<file path="src/rtl/stream_tgen.sv">
// Stream traffic generator/checker: drives a patterned write stream and checks a read stream.
// Optional LFSR pattern source is enabled with `define STREAM_TGEN_LFSR_EN.
module stream_tgen #(
  parameter int CONFIG_AWIDTH = 5,
  parameter int CONFIG_DWIDTH = 32,
  parameter int STREAM_WIDTH  = 32,
  parameter int CONFIG_BASE   = 8
) (
  input  logic                     clk,
  input  logic                     rst_n,
  input  logic [CONFIG_AWIDTH-1:0] cfg_addr,
  input  logic [CONFIG_DWIDTH-1:0] cfg_data,
  input  logic                     cfg_valid,
  output logic [STREAM_WIDTH-1:0]  gen_data,
  output logic                     gen_valid,
  input  logic                     gen_ready,
  input  logic [STREAM_WIDTH-1:0]  chk_data,
  input  logic                     chk_valid,
  output logic                     chk_ready,
  output logic                     gen_busy,
  output logic                     chk_busy,
  output logic                     chk_done,
  output logic [CONFIG_DWIDTH-1:0] chk_err_cnt,
  output logic [CONFIG_DWIDTH-1:0] chk_word_cnt,
  output logic [STREAM_WIDTH-1:0]  chk_first_err
);

  localparam logic [CONFIG_AWIDTH-1:0] A_GEN_LEN = CONFIG_AWIDTH'(CONFIG_BASE);
  localparam logic [CONFIG_AWIDTH-1:0] A_SEED    = CONFIG_AWIDTH'(CONFIG_BASE + 1);
  localparam logic [CONFIG_AWIDTH-1:0] A_CHK_LEN = CONFIG_AWIDTH'(CONFIG_BASE + 2);

  typedef enum logic {S_IDLE, S_RUN} state_t;

  state_t r_gen_state, w_gen_state_nxt;
  state_t r_chk_state, w_chk_state_nxt;

  logic [STREAM_WIDTH-1:0]  r_seed;
  logic [STREAM_WIDTH-1:0]  r_gen_pat;
  logic [CONFIG_DWIDTH-1:0] r_gen_len;
  logic [CONFIG_DWIDTH-1:0] r_gen_cnt;
  logic [STREAM_WIDTH-1:0]  r_chk_exp;
  logic [CONFIG_DWIDTH-1:0] r_chk_len;
  logic [CONFIG_DWIDTH-1:0] r_chk_err;
  logic [CONFIG_DWIDTH-1:0] r_chk_cnt;
  logic [STREAM_WIDTH-1:0]  r_chk_first;
  logic                     r_chk_done;

  logic w_gen_start, w_chk_start, w_gen_fire, w_chk_fire, w_gen_last, w_chk_last;
  logic w_len_nz;

`ifdef STREAM_TGEN_LFSR_EN
  localparam logic [CONFIG_AWIDTH-1:0] A_MODE = CONFIG_AWIDTH'(CONFIG_BASE + 3);
  logic r_mode, r_gen_mode, r_chk_mode;

  // Galois LFSR x^32+x^22+x^2+x+1 over the low 32 bits of the pattern.
  function automatic logic [STREAM_WIDTH-1:0] f_advance(input logic [STREAM_WIDTH-1:0] cur,
                                                        input logic lfsr);
    logic [31:0] l;
    l = 32'(cur);
    if (lfsr) return STREAM_WIDTH'((l >> 1) ^ (l[0] ? 32'h8020_0003 : 32'h0));
    return cur + STREAM_WIDTH'(1);
  endfunction

  function automatic logic [STREAM_WIDTH-1:0] f_seed(input logic [STREAM_WIDTH-1:0] seed,
                                                     input logic lfsr);
    if (lfsr && seed == '0) return STREAM_WIDTH'(1);
    return seed;
  endfunction

  always_ff @(posedge clk) begin
    if (!rst_n) begin
      r_mode     <= 1'b0;
      r_gen_mode <= 1'b0;
      r_chk_mode <= 1'b0;
    end else begin
      if (cfg_valid && cfg_addr == A_MODE) r_mode <= cfg_data[0];
      if (w_gen_start) r_gen_mode <= r_mode;
      if (w_chk_start) r_chk_mode <= r_mode;
    end
  end
`else
  function automatic logic [STREAM_WIDTH-1:0] f_advance(input logic [STREAM_WIDTH-1:0] cur);
    return cur + STREAM_WIDTH'(1);
  endfunction
`endif

  assign w_len_nz    = (cfg_data != '0);
  assign w_gen_start = cfg_valid && cfg_addr == A_GEN_LEN && w_len_nz && r_gen_state == S_IDLE;
  assign w_chk_start = cfg_valid && cfg_addr == A_CHK_LEN && w_len_nz && r_chk_state == S_IDLE;
  assign w_gen_fire  = (r_gen_state == S_RUN) && gen_ready;
  assign w_chk_fire  = (r_chk_state == S_RUN) && chk_valid;
  assign w_gen_last  = w_gen_fire && (r_gen_cnt == r_gen_len - CONFIG_DWIDTH'(1));
  assign w_chk_last  = w_chk_fire && (r_chk_cnt == r_chk_len - CONFIG_DWIDTH'(1));

  always_comb begin
    w_gen_state_nxt = r_gen_state;
    w_chk_state_nxt = r_chk_state;
    case (r_gen_state)
      S_IDLE:  if (w_gen_start) w_gen_state_nxt = S_RUN;
      S_RUN:   if (w_gen_last)  w_gen_state_nxt = S_IDLE;
      default: w_gen_state_nxt = S_IDLE;
    endcase
    case (r_chk_state)
      S_IDLE:  if (w_chk_start) w_chk_state_nxt = S_RUN;
      S_RUN:   if (w_chk_last)  w_chk_state_nxt = S_IDLE;
      default: w_chk_state_nxt = S_IDLE;
    endcase
  end

  always_ff @(posedge clk) begin
    if (!rst_n) begin
      r_gen_state <= S_IDLE;
      r_chk_state <= S_IDLE;
      r_seed      <= '0;
      r_gen_pat   <= '0;
      r_gen_len   <= '0;
      r_gen_cnt   <= '0;
      r_chk_exp   <= '0;
      r_chk_len   <= '0;
      r_chk_err   <= '0;
      r_chk_cnt   <= '0;
      r_chk_first <= '0;
      r_chk_done  <= 1'b0;
    end else begin
      r_gen_state <= w_gen_state_nxt;
      r_chk_state <= w_chk_state_nxt;
      if (cfg_valid && cfg_addr == A_SEED) r_seed <= cfg_data[STREAM_WIDTH-1:0];

      // The seed is sampled at run start, so later SEED writes only affect the next run.
      if (w_gen_start) begin
        r_gen_len <= cfg_data;
        r_gen_cnt <= '0;
`ifdef STREAM_TGEN_LFSR_EN
        r_gen_pat <= f_seed(r_seed, r_mode);
`else
        r_gen_pat <= r_seed;
`endif
      end else if (w_gen_fire) begin
        r_gen_cnt <= r_gen_cnt + CONFIG_DWIDTH'(1);
`ifdef STREAM_TGEN_LFSR_EN
        r_gen_pat <= f_advance(r_gen_pat, r_gen_mode);
`else
        r_gen_pat <= f_advance(r_gen_pat);
`endif
      end

      if (w_chk_start) begin
        r_chk_len   <= cfg_data;
        r_chk_cnt   <= '0;
        r_chk_err   <= '0;
        r_chk_first <= '0;
        r_chk_done  <= 1'b0;
`ifdef STREAM_TGEN_LFSR_EN
        r_chk_exp   <= f_seed(r_seed, r_mode);
`else
        r_chk_exp   <= r_seed;
`endif
      end else if (w_chk_fire) begin
        r_chk_cnt <= r_chk_cnt + CONFIG_DWIDTH'(1);
`ifdef STREAM_TGEN_LFSR_EN
        r_chk_exp <= f_advance(r_chk_exp, r_chk_mode);
`else
        r_chk_exp <= f_advance(r_chk_exp);
`endif
        if (chk_data != r_chk_exp) begin
          if (r_chk_err == '0) r_chk_first <= chk_data;
          if (r_chk_err != '1) r_chk_err <= r_chk_err + CONFIG_DWIDTH'(1);
        end
        if (w_chk_last) r_chk_done <= 1'b1;
      end
    end
  end

  assign gen_data      = r_gen_pat;
  assign gen_valid     = (r_gen_state == S_RUN);
  assign gen_busy      = (r_gen_state == S_RUN);
  assign chk_ready     = (r_chk_state == S_RUN);
  assign chk_busy      = (r_chk_state == S_RUN);
  assign chk_done      = r_chk_done;
  assign chk_err_cnt   = r_chk_err;
  assign chk_word_cnt  = r_chk_cnt;
  assign chk_first_err = r_chk_first;

endmodule

</file>
<file path="config.mk">
export PLATFORM = sky130hd
export DESIGN_NAME = stream_tgen
export DESIGN_NICKNAME = d
export VERILOG_FILES = /design/src/rtl/stream_tgen.sv
export SDC_FILE = /design/constraint.sdc
export NUM_CORES = 1
export LEC_CHECK = 0
export BUFFER_PORTS_ARGS = -buffer_cell sky130_fd_sc_hd__buf_2
export CAP_MARGIN = 20
export CELL_PAD_IN_SITES_DETAIL_PLACEMENT = 0
export CELL_PAD_IN_SITES_GLOBAL_PLACEMENT = 1
export CORE_ASPECT_RATIO = 0.7
export CORE_MARGIN = 3
export CORE_UTILIZATION = 47
export CTS_CLUSTER_DIAMETER = 30
export CTS_CLUSTER_SIZE = 24
export DETAILED_ROUTE_END_ITERATION = 7
export PLACE_DENSITY_LB_ADDON = 0.15
export SYNTH_ARGS = -nofsm -noshare
export SYNTH_HDL_FRONTEND = slang
export SYNTH_SLANG_ARGS = --single-unit
</file>
<file path="constraint.sdc">
create_clock -name clk -period 6 [get_ports clk]
set_input_delay 0.6 -clock clk [delete_from_list [all_inputs] [get_ports clk]]
set_output_delay 0.6 -clock clk [all_outputs]
set_load 0.05 [all_outputs]
</file>
# Word-level counts from Yosys, hierarchy flattened
# Cells that the tools add are included.
dict set report op_classes {
  shift 0
  n_div 0
  n_reduce_logical 20
  muxes 10
  n_lt_le_gt_ge 0
  bitwise_logic 3
  mul 0
  n_addsub 7
  eq_ne 7
}
# op n
set op_table {}
lappend op_table {{32-bit by 1-bit adder with 32-bit output (second input constant)} 5}
lappend op_table {{32-bit two-way mux} 4}
lappend op_table {{32-bit equality test} 2}
lappend op_table {{32-bit by 1-bit subtractor with 32-bit output (second input constant)} 2}
lappend op_table {{32-bit zero test} 1}
lappend op_table {{32-bit != test} 1}
lappend op_table {{32-bit != test (second input constant)} 1}
lappend op_table {{32-bit nonzero test} 1}
lappend op_table {{5-bit by 4-bit equality test with 1-bit output (second input constant)} 3}
lappend op_table {{1-bit logical AND} 11}
lappend op_table {{3-bit AND reduction} 2}
lappend op_table {{1-bit two-way mux} 4}
lappend op_table {{1-bit one-hot mux with 2 select lines} 2}
lappend op_table {{2-bit nonzero test} 2}
lappend op_table {{2-bit OR reduction} 2}
lappend op_table {{1-bit NOT} 3}
lappend op_table {{2-bit AND reduction} 1}
dict set report word_totals {
  inputBits 74
  output_inout_bits 133
  mem_count 0
  mem_bits_rw 0
  elab_cells 59
  latch_bits 0
  ff_bits 291
  rom_bits 0
}

# Longest topological paths before layout
dict set report depth {
  word_depth 6
  ltp_mapped 12
  mapped_depth_nobuf 10
}

# Worst setup path after synthesis
# Ideal clock, no wire load.
dict set report synth_path {
  path_kind {reg2reg}
  start {reg r_gen_state (netlist: gen_busy)}
  end {reg r_gen_cnt[31]}
  period_less_slack_ns 2.938
  required_ns 5.930
  stages_incl_launch_ff 9
  setup_ns 0.070
  arrival_ns 2.867
  path_slack_ns 3.062
  cell_sequence {dfxtp_1 > and2_1 > clkbuf_1 > nand4_1 > or3_1 > or3_1 > or3_1 > or3_1 > a21oi_1}
}
dict set report synth_between {
  elab_chain_cells 3
  elab_cells_between_ends 4
}
# item line_no
set synth_rtl {}
lappend synth_rtl {{from (decl)} 34} ;# state_t r_gen_state, w_gen_state_nxt;
lappend synth_rtl {{from (signal assigned)} 125} ;# r_gen_state <= w_gen_state_nxt;
lappend synth_rtl {{1-bit NOT} 88} ;# assign w_gen_start = cfg_valid && cfg_addr == A_GEN_LEN && w_len_nz && r_gen_state == S_IDLE;
lappend synth_rtl {{1-bit logical AND} 88}
lappend synth_rtl {{2-bit OR reduction (no source line)} --}
lappend synth_rtl {{to (signal assigned)} 139} ;# r_gen_cnt <= r_gen_cnt + CONFIG_DWIDTH'(1);
lappend synth_rtl {{to (decl)} 40} ;# logic [CONFIG_DWIDTH-1:0] r_gen_cnt;
# Several ways; a longest one is shown, not always the timed one.
# A chain may end at the register's enable or synchronous reset.

# Worst setup path after layout
dict set report layout_path {
  start {in cfg_data[29]}
  end {reg r_gen_pat[12] (netlist: gen_data[12])}
}
dict set report layout_between {
  elab_chain_cells 4
  elab_cells_between_ends 5
}
# item line_no
set layout_rtl {}
lappend layout_rtl {{from (decl)} 12} ;# input logic [CONFIG_DWIDTH-1:0] cfg_data,
lappend layout_rtl {{32-bit nonzero test (*)} 87} ;# assign w_len_nz = (cfg_data != '0);
lappend layout_rtl {{1-bit logical AND (*) (2 in a row)} 88}
lappend layout_rtl {{32-bit two-way mux or 2-bit nonzero test (tied branches)} --}
lappend layout_rtl {{to (signal assigned)} 136} ;# r_gen_pat <= r_seed;
lappend layout_rtl {{to (signal assigned)} 143} ;# r_gen_pat <= f_advance(r_gen_pat);
lappend layout_rtl {{to (decl)} 38} ;# logic [STREAM_WIDTH-1:0] r_gen_pat;
# Every way passes the cells marked *; elsewhere a longest branch is shown, timed or not.

==> impl_metrics.ini <==
[power]
p_comb_share_pct = 4.3
p_seq_share_pct = 36.2
power_switching_w = 0.001228
ir_worst_vdd_uv = 219.2
powerDensity_nw_per_um2 = 294.3
clkPwrFrac_pct = 59.6
power_leakage_nw = 7.559
power.internal_w = 0.004179
swShare_pct = 22.71

[place]
place_inst = 2408
globalplace.congestion = 0.8938
numPortBuffers = 206
place_hpwl_mm = 34.63

[sta]
fmax_ghz = 0.2854
skew_ps = 13.82
slew_headroom_pct = 26.74
setup_viol = 0
post-route-min-period_ps = 3504
worst_pin_slew_ps = 1096
fin_tns_setup_ps = 0
hold_viol = 0
post-route-period-util_pct = 58.39
rsz0062_at_grt = no
final_max_slew_viol_count = 0

[floorplan]
rows = 54
coreArea_um2 = 31420
io_pins = 207
fp.dieW_um = 220.4
dieHeight_um = 156.1
dieArea_um2 = 34410
start_util_pct = 48.15

[clock_tree]
numCtsBuffers = 53
clockBufferDepth = 3
cts_hold_buffers = 0
cts-resized-gates = 0
cts_tree = built
cts-root-buf = clkbuf_16
clk_latency_ps = 560
htreeDepth = 2
cts_setup_buffers = 0
clk_pin_slew_worst_paths_ps = 50
cts_num_sinks = 291

[logic_synthesis]
synthFlopType = dfxtp_1
ys_ff_latch = 291
yosysSeqAreaShare_pct = 38.51
synth_cell_types = 63
synth_area_um2 = 15130
synth_area_leaders = dfxtp_1 39%, xor2_1 7.9%, nand2_1 7.3%, a21boi_0 5.4%, nor2_1 5.2%
synth_edf_count = 0
ys_async_sr_fraction_pct = 0
synth_common_cells = 295 x nand2_1, 291 x dfxtp_1, 209 x nor2_1, 136 x xor2_1, 109 x a21boi_0
syn_area_per_cell_um2 = 8.038
synth_warnings = 0
yosysTopAreaCell = dfxtp_1
yosysMostFrequentCell = nand2_1
syn-instance-count = 1882
synth_top_area_share_pct = 38.51
syn_nets = 1964

[setup_path]
worst-r2r-cell-count = 9
cp-end-kind = flip-flop
slowest_stage = nor4_1
critPathArrivalTime_ps = 3990
timing.reg2reg.setup_slack_ps = 2740
crit_family = simple AND/OR/NAND/NOR gates
slowest_delay_ps = 750
r2r-start = r_chk_len[0]
path_class = in -> reg
crit_chain = buf_2 > nor4_1 > nand4_1 > o21bai_1 > or3_2 > buf_4 > nand2_1 > nand3_1 > o21ai_0 > a21boi_0
worstPathBufferInverterCount = 2
worstPathRequired_ps = 6480
cp-start-kind = primary input
path_max_fanout = 32
r2r-end = chk_busy

[worst_hold_path]
hold_start = chk_data[1]
holdPathEnd = chk_first_err[1]
holdPathStages = 3
hold_class = in -> reg

[drt]
num_vias = 14240
totalWireLength_mm = 47.64
ant_nets = 0
wl_met2_mm = 20.72
post-route-drc-count = 0
avgViaCountPerCell = 5.661
met3_length_mm = 4.076
dr.pass1.iters = 6
drt-initial-drc-count = 1257
drt-met1-wl_mm = 21.51
wl_per_cell_um = 18.94
top_layer_used = met4

[cells_and_area]
syn_to_final_growth_pct = 21.48
nFillCells = 2878
finalNetCount = 2128
layoutNonFillerInstCount = 2515
drive_gt1_share_pct = 16.32
utilization_pct = 58.49

[job]
maxCapViolations = 0

[global_route]
grt_pass1_wl_mm = 74.05
antenna_found_initial = 3
gr-usage-all-layers_pct = 26.95
grt.overflow.total = 0
grt_pass1_vias = 13470
grt_max_degree = 76

[outcome]
status = complete, no violations
[cell usage in the layout, fill, tap and decap left out, types with 13 or more instances in the layout]
cell / synthesis / layout
buf_2: 2 / 205
mux2i_1: 40 / 40
inv_1: 22 / 22
nor2_1: 209 / 209
nand4_1: 57 / 57
dfxtp_1: 291 / 291
and3_1: 32 / 32
xnor2_1: 86 / 86
nand2_1: 295 / 294
nor3_1: 42 / 41
nor4_1: 44 / 44
a21boi_0: 109 / 109
and2_1: 19 / 19
nand3_1: 78 / 78
nor2b_1: 15 / 15
buf_4: 2 / 13
or3_1: 27 / 25
xor2_1: 136 / 136
a21oi_1: 57 / 57
clkbuf_16: 0 / 54
o21ai_0: 43 / 43
[cells by family after synthesis]
kind of cell / share of synthesized area (%)
muxes: 2.721
DFF: 38.51
xor gates and xnor gates: 12.85
buffers and inverters: 3.490
adders and majority gates: 0.7279
and+or+nand+nor: 28.17
AOI/OAI and AO/OA: 13.52
[flip-flops by register name (all words and copies together), names as in the netlist]
| register | cells |
|---|---|
| chk_err_cnt | 32 |
| chk_first_err | 32 |
| chk_word_cnt | 32 |
| gen_data | 32 |
| r_chk_exp | 32 |
| r_chk_len | 32 |
| r_gen_cnt | 32 |
| r_gen_len | 32 |
| r_seed | 32 |
| chk_busy | 1 |
| chk_done | 1 |
| gen_busy | 1 |
[area by class of cell]
class / count / area, um^2 / area share [%]
multi-input cells: 1457 / 8796 / 47.87
flip-flops and latches: 291 / 5826 / 31.70
clock buffers: 65 / 1483 / 8.068
repair buffers: 221 / 1194 / 6.496
well taps: 420 / 525.5 / 2.860
clock inverters: 34 / 457.9 / 2.492
inverters: 22 / 82.58 / 0.4494
diodes: 5 / 12.51 / 0.06809
[stage by stage]
| step | cell area [um^2] | setup WS [ps] | total power, W | hold WS (ps) |
|---|---|---|---|---|
| final | 18380 | 2496 | 0.005407 | 300.3 |
| after global routing | 18370 | 2377 | 0.005566 | 286.7 |
| after CTS | 18290 | 2655 | 0.005441 | 276.5 |
| after detailed placement | 16350 | 2094 | 0.002217 | 478.6 |
| after global placement | 16350 | 2116 | 0.002214 | 471.8 |
| after floorplan | 15130 | 3062 | 0.002132 | 454.7 |
[how the worst max path moves through the flow]
stage                 startpoint             to  slack [ps]  cells after the start
finish              cfg_data[29]   gen_data[12]        2500                     10
global route        cfg_data[29]   gen_data[12]        2380                     10
CTS                 cfg_data[30]  r_gen_cnt[21]        2650                      7
detailed placement  cfg_data[30]  r_gen_cnt[21]        2090                      7
global placement    cfg_data[30]   r_gen_cnt[1]        2120                      7
floorplan               gen_busy  r_gen_cnt[31]        3060                      8
[routing by layer]
layer  global-route usage (%)  vias up
met5                        0        -
met4                    8.180        0
met3                    6.599       94
met2                    40.96      455
met1                    37.89     6812
li1                         -     6876
[worst reg2reg max path: stages (launching register included)]
cell and delay [ps]:
dfxtp_1 360, inv_1 80, ha_1 230, nor3b_2 670, a21oi_1 140, or4_1 540, a311oi_1 430, nand4_1 170
nor4_1 360, o21ai_0 150
[power by group through the flow]
stage | Clock (W) | Combinational, W | Sequential [W]
after floorplan | 0 | 0.000135 | 0.00200
after global placement | 0 | 0.000221 | 0.00199
after detailed placement | 0 | 0.000223 | 0.00199
after CTS | 0.00326 | 0.000225 | 0.00195
after global routing | 0.00336 | 0.000249 | 0.00195
final | 0.00322 | 0.000231 | 0.00195
No activity file was read; power rests on OpenSTA's default activity.
